$ cat config.mk
export PLATFORM = sky130hd
export DESIGN_NAME = pll_reset_sequencer_flat
export DESIGN_NICKNAME = d
export VERILOG_FILES = /design/src/rtl/pll_reset_sequencer_if.sv /design/src/rtl/pll_reset_sequencer.sv /design/src/flat_wrapper.sv
export SDC_FILE = /design/constraint.sdc
export NUM_CORES = 1
export LEC_CHECK = 0
export CAP_MARGIN = 40
export CORE_ASPECT_RATIO = 1.75
export CORE_MARGIN = 2
export CORE_UTILIZATION = 58
export DETAILED_ROUTE_END_ITERATION = 8
export GPL_TIMING_DRIVEN = 1
export PLACE_DENSITY = 0.9
export SLEW_MARGIN = 20
export SYNTH_ARGS = -nofsm -noshare
export SYNTH_HDL_FRONTEND = slang
export SYNTH_SLANG_ARGS = --single-unit
$ cat constraint.sdc
create_clock -name sys_clock -period 2.35 [get_ports sys_clock]
set_input_delay 0.235 -clock sys_clock [delete_from_list [all_inputs] [get_ports sys_clock]]
set_output_delay 0.235 -clock sys_clock [all_outputs]
set_load 0.005 [all_outputs]
$ cat src/rtl/pll_reset_sequencer_if.sv
// Signal bundle between the PLL lock flags, the reset sequencer and the domain resets.
interface pll_reset_sequencer_if #(
  parameter int unsigned NUM_LOCKS   = 1,
  parameter int unsigned NUM_DOMAINS = 2
);
  logic [NUM_LOCKS-1:0]   pll_locked;
  logic                   sw_reset_req;
  logic                   pll_rst;
  logic [NUM_DOMAINS-1:0] domain_reset;
  logic                   all_ready;
  logic [7:0]             relock_count;
  logic [7:0]             timeout_count;

  modport master (
    output pll_locked, sw_reset_req,
    input  pll_rst, domain_reset, all_ready, relock_count, timeout_count
  );

  modport slave (
    input  pll_locked, sw_reset_req,
    output pll_rst, domain_reset, all_ready, relock_count, timeout_count
  );
endinterface

$ cat src/rtl/pll_reset_sequencer.sv
// Holds PLLs in reset, waits for stable lock, then releases domain resets in staggered order.
// Re-arms on lock loss or software request; counts relocks and lock timeouts.
module pll_reset_sequencer #(
  parameter int unsigned NUM_LOCKS           = 1,
  parameter int unsigned NUM_DOMAINS         = 2,
  parameter int unsigned PLL_RST_CYCLES      = 16,
  parameter int unsigned LOCK_STABLE_CYCLES  = 256,
  parameter int unsigned STAGE_DELAY_CYCLES  = 32,
  parameter int unsigned LOCK_TIMEOUT_CYCLES = 65536
) (
  input logic                  sys_clock,
  input logic                  reset_n,
  pll_reset_sequencer_if.slave bus
);

  localparam int unsigned RST_W = $clog2(PLL_RST_CYCLES + 1);
  localparam int unsigned STB_W = $clog2(LOCK_STABLE_CYCLES + 1);
  localparam int unsigned STG_W = $clog2(STAGE_DELAY_CYCLES + 1);
  localparam int unsigned TO_W  = (LOCK_TIMEOUT_CYCLES > 0) ? $clog2(LOCK_TIMEOUT_CYCLES + 1) : 1;
  localparam bit          TO_EN = (LOCK_TIMEOUT_CYCLES != 0);

  localparam logic [RST_W-1:0] RST_LAST = RST_W'(PLL_RST_CYCLES - 1);
  localparam logic [STB_W-1:0] STB_LAST = STB_W'(LOCK_STABLE_CYCLES - 1);
  localparam logic [STG_W-1:0] STG_LAST = STG_W'(STAGE_DELAY_CYCLES - 1);
  localparam logic [TO_W-1:0]  TO_LAST  = TO_W'(TO_EN ? LOCK_TIMEOUT_CYCLES - 1 : 0);

  localparam logic [NUM_DOMAINS-1:0] ALL_ON    = '1;
  localparam logic [NUM_DOMAINS-1:0] FIRST_REL = ALL_ON << 1;

  typedef enum logic [1:0] {
    S_PLL_RST,
    S_WAIT_LOCK,
    S_RELEASE,
    S_RUN
  } state_t;

  state_t                 r_state, w_state;
  logic [NUM_LOCKS-1:0]   r_sync1, r_sync2;
  logic [RST_W-1:0]       r_rst_cnt, w_rst_cnt;
  logic [STB_W-1:0]       r_stable_cnt, w_stable_cnt;
  logic [TO_W-1:0]        r_timeout_cnt, w_timeout_cnt;
  logic [STG_W-1:0]       r_stage_cnt, w_stage_cnt;
  logic                   r_pll_rst, w_pll_rst;
  logic [NUM_DOMAINS-1:0] r_domain_reset, w_domain_reset;
  logic                   r_all_ready, w_all_ready;
  logic [7:0]             r_relock_count, w_relock_count;
  logic [7:0]             r_timeout_count, w_timeout_count;
  logic                   w_lock_ok;

  always_ff @(posedge sys_clock or negedge reset_n) begin
    if (!reset_n) begin
      r_sync1 <= '0;
      r_sync2 <= '0;
    end else begin
      r_sync1 <= bus.pll_locked;
      r_sync2 <= r_sync1;
    end
  end

  assign w_lock_ok = &r_sync2;

  always_ff @(posedge sys_clock or negedge reset_n) begin
    if (!reset_n) begin
      r_state         <= S_PLL_RST;
      r_rst_cnt       <= '0;
      r_stable_cnt    <= '0;
      r_timeout_cnt   <= '0;
      r_stage_cnt     <= '0;
      r_pll_rst       <= 1'b1;
      r_domain_reset  <= '1;
      r_all_ready     <= 1'b0;
      r_relock_count  <= '0;
      r_timeout_count <= '0;
    end else begin
      r_state         <= w_state;
      r_rst_cnt       <= w_rst_cnt;
      r_stable_cnt    <= w_stable_cnt;
      r_timeout_cnt   <= w_timeout_cnt;
      r_stage_cnt     <= w_stage_cnt;
      r_pll_rst       <= w_pll_rst;
      r_domain_reset  <= w_domain_reset;
      r_all_ready     <= w_all_ready;
      r_relock_count  <= w_relock_count;
      r_timeout_count <= w_timeout_count;
    end
  end

  // Domain resets release by shifting zeros in from bit 0, so release order cannot be violated.
  always_comb begin
    w_state         = r_state;
    w_rst_cnt       = r_rst_cnt;
    w_stable_cnt    = r_stable_cnt;
    w_timeout_cnt   = r_timeout_cnt;
    w_stage_cnt     = r_stage_cnt;
    w_pll_rst       = r_pll_rst;
    w_domain_reset  = r_domain_reset;
    w_all_ready     = r_all_ready;
    w_relock_count  = r_relock_count;
    w_timeout_count = r_timeout_count;

    case (r_state)
      S_PLL_RST: begin
        w_pll_rst      = 1'b1;
        w_domain_reset = '1;
        w_all_ready    = 1'b0;
        if (r_rst_cnt == RST_LAST) begin
          w_state       = S_WAIT_LOCK;
          w_pll_rst     = 1'b0;
          w_rst_cnt     = '0;
          w_stable_cnt  = '0;
          w_timeout_cnt = '0;
        end else begin
          w_rst_cnt = r_rst_cnt + 1'b1;
        end
      end

      S_WAIT_LOCK: begin
        if (w_lock_ok && (r_stable_cnt == STB_LAST)) begin
          w_domain_reset = FIRST_REL;
          w_stable_cnt   = '0;
          w_timeout_cnt  = '0;
          w_stage_cnt    = '0;
          if (NUM_DOMAINS == 1) begin
            w_state     = S_RUN;
            w_all_ready = 1'b1;
          end else begin
            w_state = S_RELEASE;
          end
        end else if (TO_EN && (r_timeout_cnt == TO_LAST)) begin
          w_state         = S_PLL_RST;
          w_pll_rst       = 1'b1;
          w_rst_cnt       = '0;
          w_stable_cnt    = '0;
          w_timeout_cnt   = '0;
          w_timeout_count = (r_timeout_count == 8'hFF) ? r_timeout_count : r_timeout_count + 8'd1;
        end else begin
          w_stable_cnt = w_lock_ok ? r_stable_cnt + 1'b1 : '0;
          if (TO_EN) begin
            w_timeout_cnt = r_timeout_cnt + 1'b1;
          end
        end
      end

      S_RELEASE, S_RUN: begin
        if (!w_lock_ok) begin
          w_state        = S_PLL_RST;
          w_pll_rst      = 1'b1;
          w_domain_reset = '1;
          w_all_ready    = 1'b0;
          w_rst_cnt      = '0;
          w_relock_count = (r_relock_count == 8'hFF) ? r_relock_count : r_relock_count + 8'd1;
        end else if (bus.sw_reset_req) begin
          w_state        = S_WAIT_LOCK;
          w_domain_reset = '1;
          w_all_ready    = 1'b0;
          w_stable_cnt   = '0;
          w_timeout_cnt  = '0;
        end else if (r_state == S_RELEASE) begin
          if (r_stage_cnt == STG_LAST) begin
            w_domain_reset = r_domain_reset << 1;
            w_stage_cnt    = '0;
            if (w_domain_reset == '0) begin
              w_state     = S_RUN;
              w_all_ready = 1'b1;
            end
          end else begin
            w_stage_cnt = r_stage_cnt + 1'b1;
          end
        end
      end

      default: w_state = S_PLL_RST;
    endcase
  end

  assign bus.pll_rst       = r_pll_rst;
  assign bus.domain_reset  = r_domain_reset;
  assign bus.all_ready     = r_all_ready;
  assign bus.relock_count  = r_relock_count;
  assign bus.timeout_count = r_timeout_count;

endmodule

$ cat src/flat_wrapper.sv
// flat-port wrapper written by rule: the top's interface ports become plain ports
module pll_reset_sequencer_flat 
#(
  parameter int unsigned NUM_LOCKS           = 1,
  parameter int unsigned NUM_DOMAINS         = 2,
  parameter int unsigned PLL_RST_CYCLES      = 16,
  parameter int unsigned LOCK_STABLE_CYCLES  = 256,
  parameter int unsigned STAGE_DELAY_CYCLES  = 32,
  parameter int unsigned LOCK_TIMEOUT_CYCLES = 65536
)
  (sys_clock, reset_n, bus_pll_locked, bus_sw_reset_req, bus_pll_rst, bus_domain_reset, bus_all_ready, bus_relock_count, bus_timeout_count);
  pll_reset_sequencer_if #(.NUM_LOCKS(NUM_LOCKS), .NUM_DOMAINS(NUM_DOMAINS)) bus_i ();
  input logic sys_clock;
  input logic reset_n;
  input wire logic [$bits(bus_i.pll_locked)-1:0] bus_pll_locked;
  input wire logic [$bits(bus_i.sw_reset_req)-1:0] bus_sw_reset_req;
  output wire logic [$bits(bus_i.pll_rst)-1:0] bus_pll_rst;
  output wire logic [$bits(bus_i.domain_reset)-1:0] bus_domain_reset;
  output wire logic [$bits(bus_i.all_ready)-1:0] bus_all_ready;
  output wire logic [$bits(bus_i.relock_count)-1:0] bus_relock_count;
  output wire logic [$bits(bus_i.timeout_count)-1:0] bus_timeout_count;
  assign bus_i.pll_locked = bus_pll_locked;
  assign bus_i.sw_reset_req = bus_sw_reset_req;
  assign bus_pll_rst = bus_i.pll_rst;
  assign bus_domain_reset = bus_i.domain_reset;
  assign bus_all_ready = bus_i.all_ready;
  assign bus_relock_count = bus_i.relock_count;
  assign bus_timeout_count = bus_i.timeout_count;
  pll_reset_sequencer #(.NUM_LOCKS(NUM_LOCKS), .NUM_DOMAINS(NUM_DOMAINS), .PLL_RST_CYCLES(PLL_RST_CYCLES), .LOCK_STABLE_CYCLES(LOCK_STABLE_CYCLES), .STAGE_DELAY_CYCLES(STAGE_DELAY_CYCLES), .LOCK_TIMEOUT_CYCLES(LOCK_TIMEOUT_CYCLES)) u_core (.sys_clock(sys_clock), .reset_n(reset_n), .bus(bus_i));
endmodule
==> results.tsv, run 1 <==
metric	value	unit
outcome	finished, final reports clean	
power.leakage	1.71	nW
seq_area_frac_synth	46.9	%
cp_max_fo	10	
fin_crit_sh	93.6	%
coreArea	0.00550	mm2
yosys.area.top_type	dfrtp_1	
numCtsBuffers	9	
die_w	60.7	um
multi_input_area	0.00165	mm2
worstSetupStartpoint	u_core.r_stable_cnt[0]	
final_layout_size_suffix_gt1_share	13.1	%
timing.rr.start	u_core.r_stable_cnt[0]	
cp-end-kind	register	
period_minus_slack	2200	ps
layout_setup_ws	150	ps
grt_pass1_vias	2762	
whs	326	ps
num_vias	2850	
tightest_slew	710	ps
ys_seq_elements	61	
routedWlPerCell	16.6	um
grt_max_degree	33	
grt_use_met1	29.6	%
synthArstFlopShare	100	%
syn_area	0.00326	mm2
r2r_end	u_core.r_timeout_cnt[6]	
fin_nets	387	
start_util	59.3	%
postRouteAntennaNets	0	
drc	0	
io_pins	24	
maxSlewHeadroom	52.7	%
grt_pass1_wl	12300	um
yosysWarnings	0	
maxCapViolations	0	
startpoint_type	register	
fmax	455	MHz
final_common_cell	dfrtp_1	
antenna_found_initial	0	
cts_max_level	3	
clk_latency	360	ps
finClkSkew	7.86	ps
io_buffers	23	
stdcell_count	457	
final_area	0.00388	mm2
synth_edf_count	0	
num_antenna_cells	0	
vias_per_cell	6.24	
rrSetupSlack	150	ps
routed_wl	7610	um
final_hold_viol_count	0	
dp_hpwl	5220	um
die_area	0.00626	mm2
dpl_cell_area	0.00361	mm2
irDropWorstVdd	0.498	mV
use_met3	5.72	%
drtIter0Drc	145	
synth_nets	350	
area_growth	19.0	%
placementRows	36	
place_inst	436	
holdCritPathClass	input port to register	
cellPowerDensity	527	mW/mm2
synthCells	339	
fin_util	70.6	%
finalSetupViolations	0	
dp_slack	-204	ps
top_usage_layer	met2	
syn_avg_cell_area	9.62	um2
power.total	2.04	mW
synth_area_leaders	dfrtp_1, nand2_1, a31oi_1, xor2_1, ha_1	
required	2590	ps
synthFlopType	dfrtp_1	
r2r_cells	10	
ys_types	57	
cts_tree	done	
grtUsageTotal	26.5	%
cts_root_buf	clkbuf_8	
grt.met2_usage	44.7	%
cts.sinks	61	
finalSetupTns	0	ps
grt_overflow	0	
dr.pass1.iters	5	
register_area	0.00153	mm2
final_cell_mix	dfrtp_1, nand2_1, a31oi_1, clkdlybuf4s50_1, nor2_1	
die_h	103	um
critPathKind	register to register	
drv_slew	0	
cts_buffer_depth	2	
synth_top_area_share	44.5	%
cp.arrival	2440	ps
crit_end	u_core.r_timeout_cnt[6]	
fill_cells	414	
path_clk_slew	70	ps
place.gp.congestion	0.891	
-- Yosys cell counts, drive strengths merged, types with 2 or more instances --
library cell	instances
dfstp	3
nand2	44
ha	7
or3	4
nand4	10
nor3b	2
nand3b	5
buf	7
dfrtp	58
a31oi	23
o211ai	2
inv	9
a22oi	4
nor4b	2
o22ai	3
nor2b	7
xnor2	5
nor4	7
o31ai	2
nand3	16
nand4b	2
a21oi	11
or4	2
o21a	3
and2	5
nor2	17
or2	4
and4	4
o21ai	19
nor3	6
xor2	11
and3	3
nand2b	4
o2111ai	2
a22o	7
a32o	3
clkbuf	7
-- logic make-up (layout without fill, tap and decap cells) --
family / count (synthesis) / count (layout) / synth area share (%)
AO/OA/AOI/OAI: 85 / 85 / 17.3
AND/OR/NAND/NOR: 146 / 146 / 25.3
flip-flops: 61 / 61 / 46.9
adder cells (fa/ha/maj): 7 / 7 / 2.69
XOR/XNOR: 16 / 16 / 4.30
multiplexers: 1 / 1 / 0.345
buffers and inverters: 23 / 65 / 3.18
-- routing by layer --
layer	vias up	routed length [um]
li1	1335	-
met1	1387	2900
met2	103	4090
met3	25	360
met4	0	250
met5	-	0
-- worst max-delay path, stage by stage (launching register included) --
cell	delay, ps
dfrtp_1	380
ha_1	190
nand3_1	120
or2_2	330
nor2_1	120
ha_2	250
a21oi_4	80
buf_4	180
buf_4	170
a31oi_1	150
o22ai_1	100
-- layout make-up --
cell class                 instances  share of cell area (%)
multi-input combinational        255                    42.6
clock buffer                      16                    5.16
timing repair buffer              40                    9.48
inverter                           9                   0.871
tap                               76                    2.45
sequential                        61                    39.5
-- how the worst min path moves through the flow --
stage / startpoint / to / slack (ps) / cells past startpoint
CTS: bus_pll_locked / u_core.r_sync1 / 310 / 1
finish: bus_pll_locked / u_core.r_sync1 / 330 / 1
global placement: reset_n / u_core.r_timeout_cnt[11] / 320 / 1
floorplan: reset_n / u_core.bus.all_ready / -60 / 0
global route: bus_pll_locked / u_core.r_sync1 / 310 / 1
detailed placement: reset_n / u_core.r_timeout_cnt[9] / 330 / 1
-- power by group --
group          internal (mW)  switching, mW  total, mW
clock                  0.529          0.408      0.936
combinational         0.0154         0.0283     0.0437
sequential              1.06        0.00744       1.06
-- sequential cells by signal (all words and copies together), names as in the netlist, 2 cells and up --
register	cells
u_core.r_stable_cnt	9
u_core.r_rst_cnt	5
u_core.r_state	2
u_core.bus.domain_reset	2
u_core.bus.timeout_count	8
u_core.r_timeout_cnt	17
u_core.r_stage_cnt	6
u_core.bus.relock_count	8
-- timing repair --
action | CTS | global route
hold buffers | 1 | 0
buffers inserted | 0 | 4
endpoints found under the hold margin | 27 | 0
endpoints found under the setup margin | 14 | 30
pin swaps | 0 | 2
gates resized for setup | 1 | 5
Power figures use the tool's default switching activity.
==> inputs of run 2 (changes only) <==
--- a/config.mk
+++ b/config.mk
@@ -12,6 +12,7 @@
 export DETAILED_ROUTE_END_ITERATION = 8
 export GPL_TIMING_DRIVEN = 1
 export PLACE_DENSITY = 0.9
+export SKIP_CTS_REPAIR_TIMING = 1
 export SLEW_MARGIN = 20
 export SYNTH_ARGS = -nofsm -noshare
 export SYNTH_HDL_FRONTEND = slang
==> constraint.sdc (replaced) <==
create_clock -name sys_clock -period 2.1 [get_ports sys_clock]
set_input_delay 0.21 -clock sys_clock [delete_from_list [all_inputs] [get_ports sys_clock]]
set_output_delay 0.21 -clock sys_clock [all_outputs]
set_load 0.005 [all_outputs]
==> results.tsv, run 2 (synthesized netlist as in run 1, its figures left out) <==
metric	value	unit	change
outcome	finished, final reports clean		
path_buf_inv	1		-1
grt_pass1_wl	12400	um	+1.3%
final_hold_viol_count	0		unchanged
tightest_slew	761	ps	+51.2 ps
cp_max_fo	4		-6
maxSlewHeadroom	49.1	%	-3.6 points
grtUsageTotal	26.8	%	+0.25 points
grt_max_degree	62		+88%
layout_setup_ws	49.0	ps	-101 ps
cp-end-kind	register		
cellPowerDensity	558	mW/mm2	+6.0%
routedWlPerCell	16.8	um	+0.74%
maxCapViolations	0		unchanged
finalSetupViolations	0		unchanged
critPathKind	register to register		
start_util	59.3	%	unchanged
combPwrFrac	2.8	%	+0.7 points
fin_nets	398		+2.8%
dp_slack	-69.8	ps	+134 ps
irDropWorstVdd	0.432	mV	-13%
final_common_cell	dfrtp_1		
vias_per_cell	6.19		-0.71%
p_seq_share	52.8	%	+0.8 points
startpoint_type	register		
fmax	488	MHz	+7.3%
dr.pass1.iters	4		-1
required	2370	ps	-220 ps
io_buffers	23		unchanged
cts_root_buf	clkbuf_8		
grt_pass1_vias	2722		-1.4%
drc	0		unchanged
drtIter0Drc	191		+32%
regMostFlops	u_core.r_timeout_cnt		
crit_path_top_delay_cell	dfrtp_1		
grt_overflow	0		unchanged
clockPowerShare	44.4	%	-1.4 points
fin_util	73.3	%	+2.7 points
final_layout_size_suffix_gt1_share	17.9	%	+4.7 points
cts_buffer_depth	2		unchanged
multi_input_area	0.00172	mm2	+4.1%
fin_crit_sh	97.7	%	+4.1 points
dp_hpwl	5170	um	-1.0%
path_clk_slew	70	ps	about the same
drv_slew	0		unchanged
reg.largest.list	u_core.r_timeout_cnt: 17 flops, u_core.r_stable_cnt: 9 flops		
cts.sinks	61		unchanged
path_cells	ha_2 -> nand3_2 -> or2_4 -> nor2_2 -> ha_2 -> nand2_1 -> nand2_2 -> buf_4 -> nor4_2 -> xor2_1		
holdCritPathClass	input port to register		
coreArea	0.00550	mm2	unchanged
p_int	1.77	mW	+10%
finClkSkew	8.21	ps	+0.353 ps
swShare	21.4	%	-0.25 points
largest_register_ffs	17		unchanged
die_area	0.00626	mm2	unchanged
cp.arrival	2320	ps	-120 ps
io_pins	24		unchanged
fill_cells	370		-11%
num_antenna_cells	0		unchanged
slowest_delay	390	ps	about the same
clk_latency	350	ps	about the same
die_w	60.7	um	unchanged
antenna_found_initial	0		unchanged
placementRows	36		unchanged
cts_tree	done		
area_growth	23.5	%	
die_h	103	um	unchanged
path_delay_family	simple AND/OR/NAND/NOR gates		
numCtsBuffers	9		unchanged
num_vias	2898		+1.7%
finalSetupTns	0	ps	unchanged
postRouteAntennaNets	0		unchanged
switchingPower	482	uW	+8.7%
period_minus_slack	2050	ps	-149 ps
final_cell_mix	dfrtp_1, nand2_1, buf_4, clkdlybuf4s50_1, a31oi_1		
power.leakage	1.76	nW	+3.1%
cts_max_level	3		unchanged
routed_wl	7850	um	+3.2%
place.gp.congestion	0.888		-0.30%
whs	305	ps	-21.3 ps
crit_top_cell	ha_2		
register_area	0.00153	mm2	unchanged
run 2: cell types whose count changed in the layout (fill, tap and decap cells not counted), sizes merged:
cell | before | now
buf | 17 | 28
run 2: power groups by stage:
stage / clock (mW) / combinational [mW] / sequential (mW)
floorplan: 0 / 0.0140 / 1.21
global placement: 0 / 0.0555 / 1.21
detailed placement: 0 / 0.0574 / 1.21
CTS: 1.02 / 0.0574 / 1.19
global route: 1.06 / 0.0707 / 1.19
finish: 0.998 / 0.0631 / 1.19
run 2: cell type report:
| type | count | area share, % |
|---|---|---|
| flip-flops and latches | 61 | 38.0 |
| well taps | 76 | 2.36 |
| inverters | 9 | 0.839 |
| repair buffers | 51 | 11.4 |
| multi-input cells | 255 | 42.7 |
| clock buffers | 16 | 4.72 |
run 2: worst paths after layout:
path	start	end	slack [ps]	cells past startpoint
worst max-delay path	u_core.r_stable_cnt[1]	u_core.bus.timeout_count[6]	50	10
worst min-delay path	bus_pll_locked	u_core.r_sync1	310	1
worst max register to register	u_core.r_stable_cnt[1]	u_core.bus.timeout_count[6]	50	10
worst min register to register	u_core.r_sync1	u_core.r_sync2	370	0
max in group asynchronous	reset_n	u_core.bus.domain_reset[1]	1390	3
min in group asynchronous	reset_n	u_core.r_timeout_cnt[6]	400	3
run 2: routing by layer:
layer	track usage, %	routed length (um)	vias up	part of all wire (%)
li1	-	-	1353	-
met3	6.97	287	18	3.7
met1	29.7	3040	1447	39
met2	46.2	4300	80	55
met4	13.4	227	0	2.9
met5	0	0	-	0
run 2: stage by stage:
| stage | instance area (um2) | instances | total power [mW] |
|---|---|---|---|
| after floorplan | 3260 | 339 | 1.22 |
| after global placement | 3690 | 446 | 1.26 |
| after detailed placement | 3690 | 446 | 1.26 |
| after CTS | 3880 | 462 | 2.27 |
| after global routing | 4030 | 468 | 2.32 |
| final | 4030 | 468 | 2.25 |
==> inputs of run 3 (changes only) <==
--- a/config.mk
+++ b/config.mk
@@ -9,8 +9,10 @@
 export CORE_ASPECT_RATIO = 1.75
 export CORE_MARGIN = 2
 export CORE_UTILIZATION = 58
+export CTS_CLUSTER_SIZE = 25
 export DETAILED_ROUTE_END_ITERATION = 8
 export GPL_TIMING_DRIVEN = 1
+export HOLD_SLACK_MARGIN = 0.1
 export PLACE_DENSITY = 0.9
 export SKIP_CTS_REPAIR_TIMING = 1
 export SLEW_MARGIN = 20
==> results of run 3 <==
No change in the layout: final DEF, timing and power equal those of run 2.
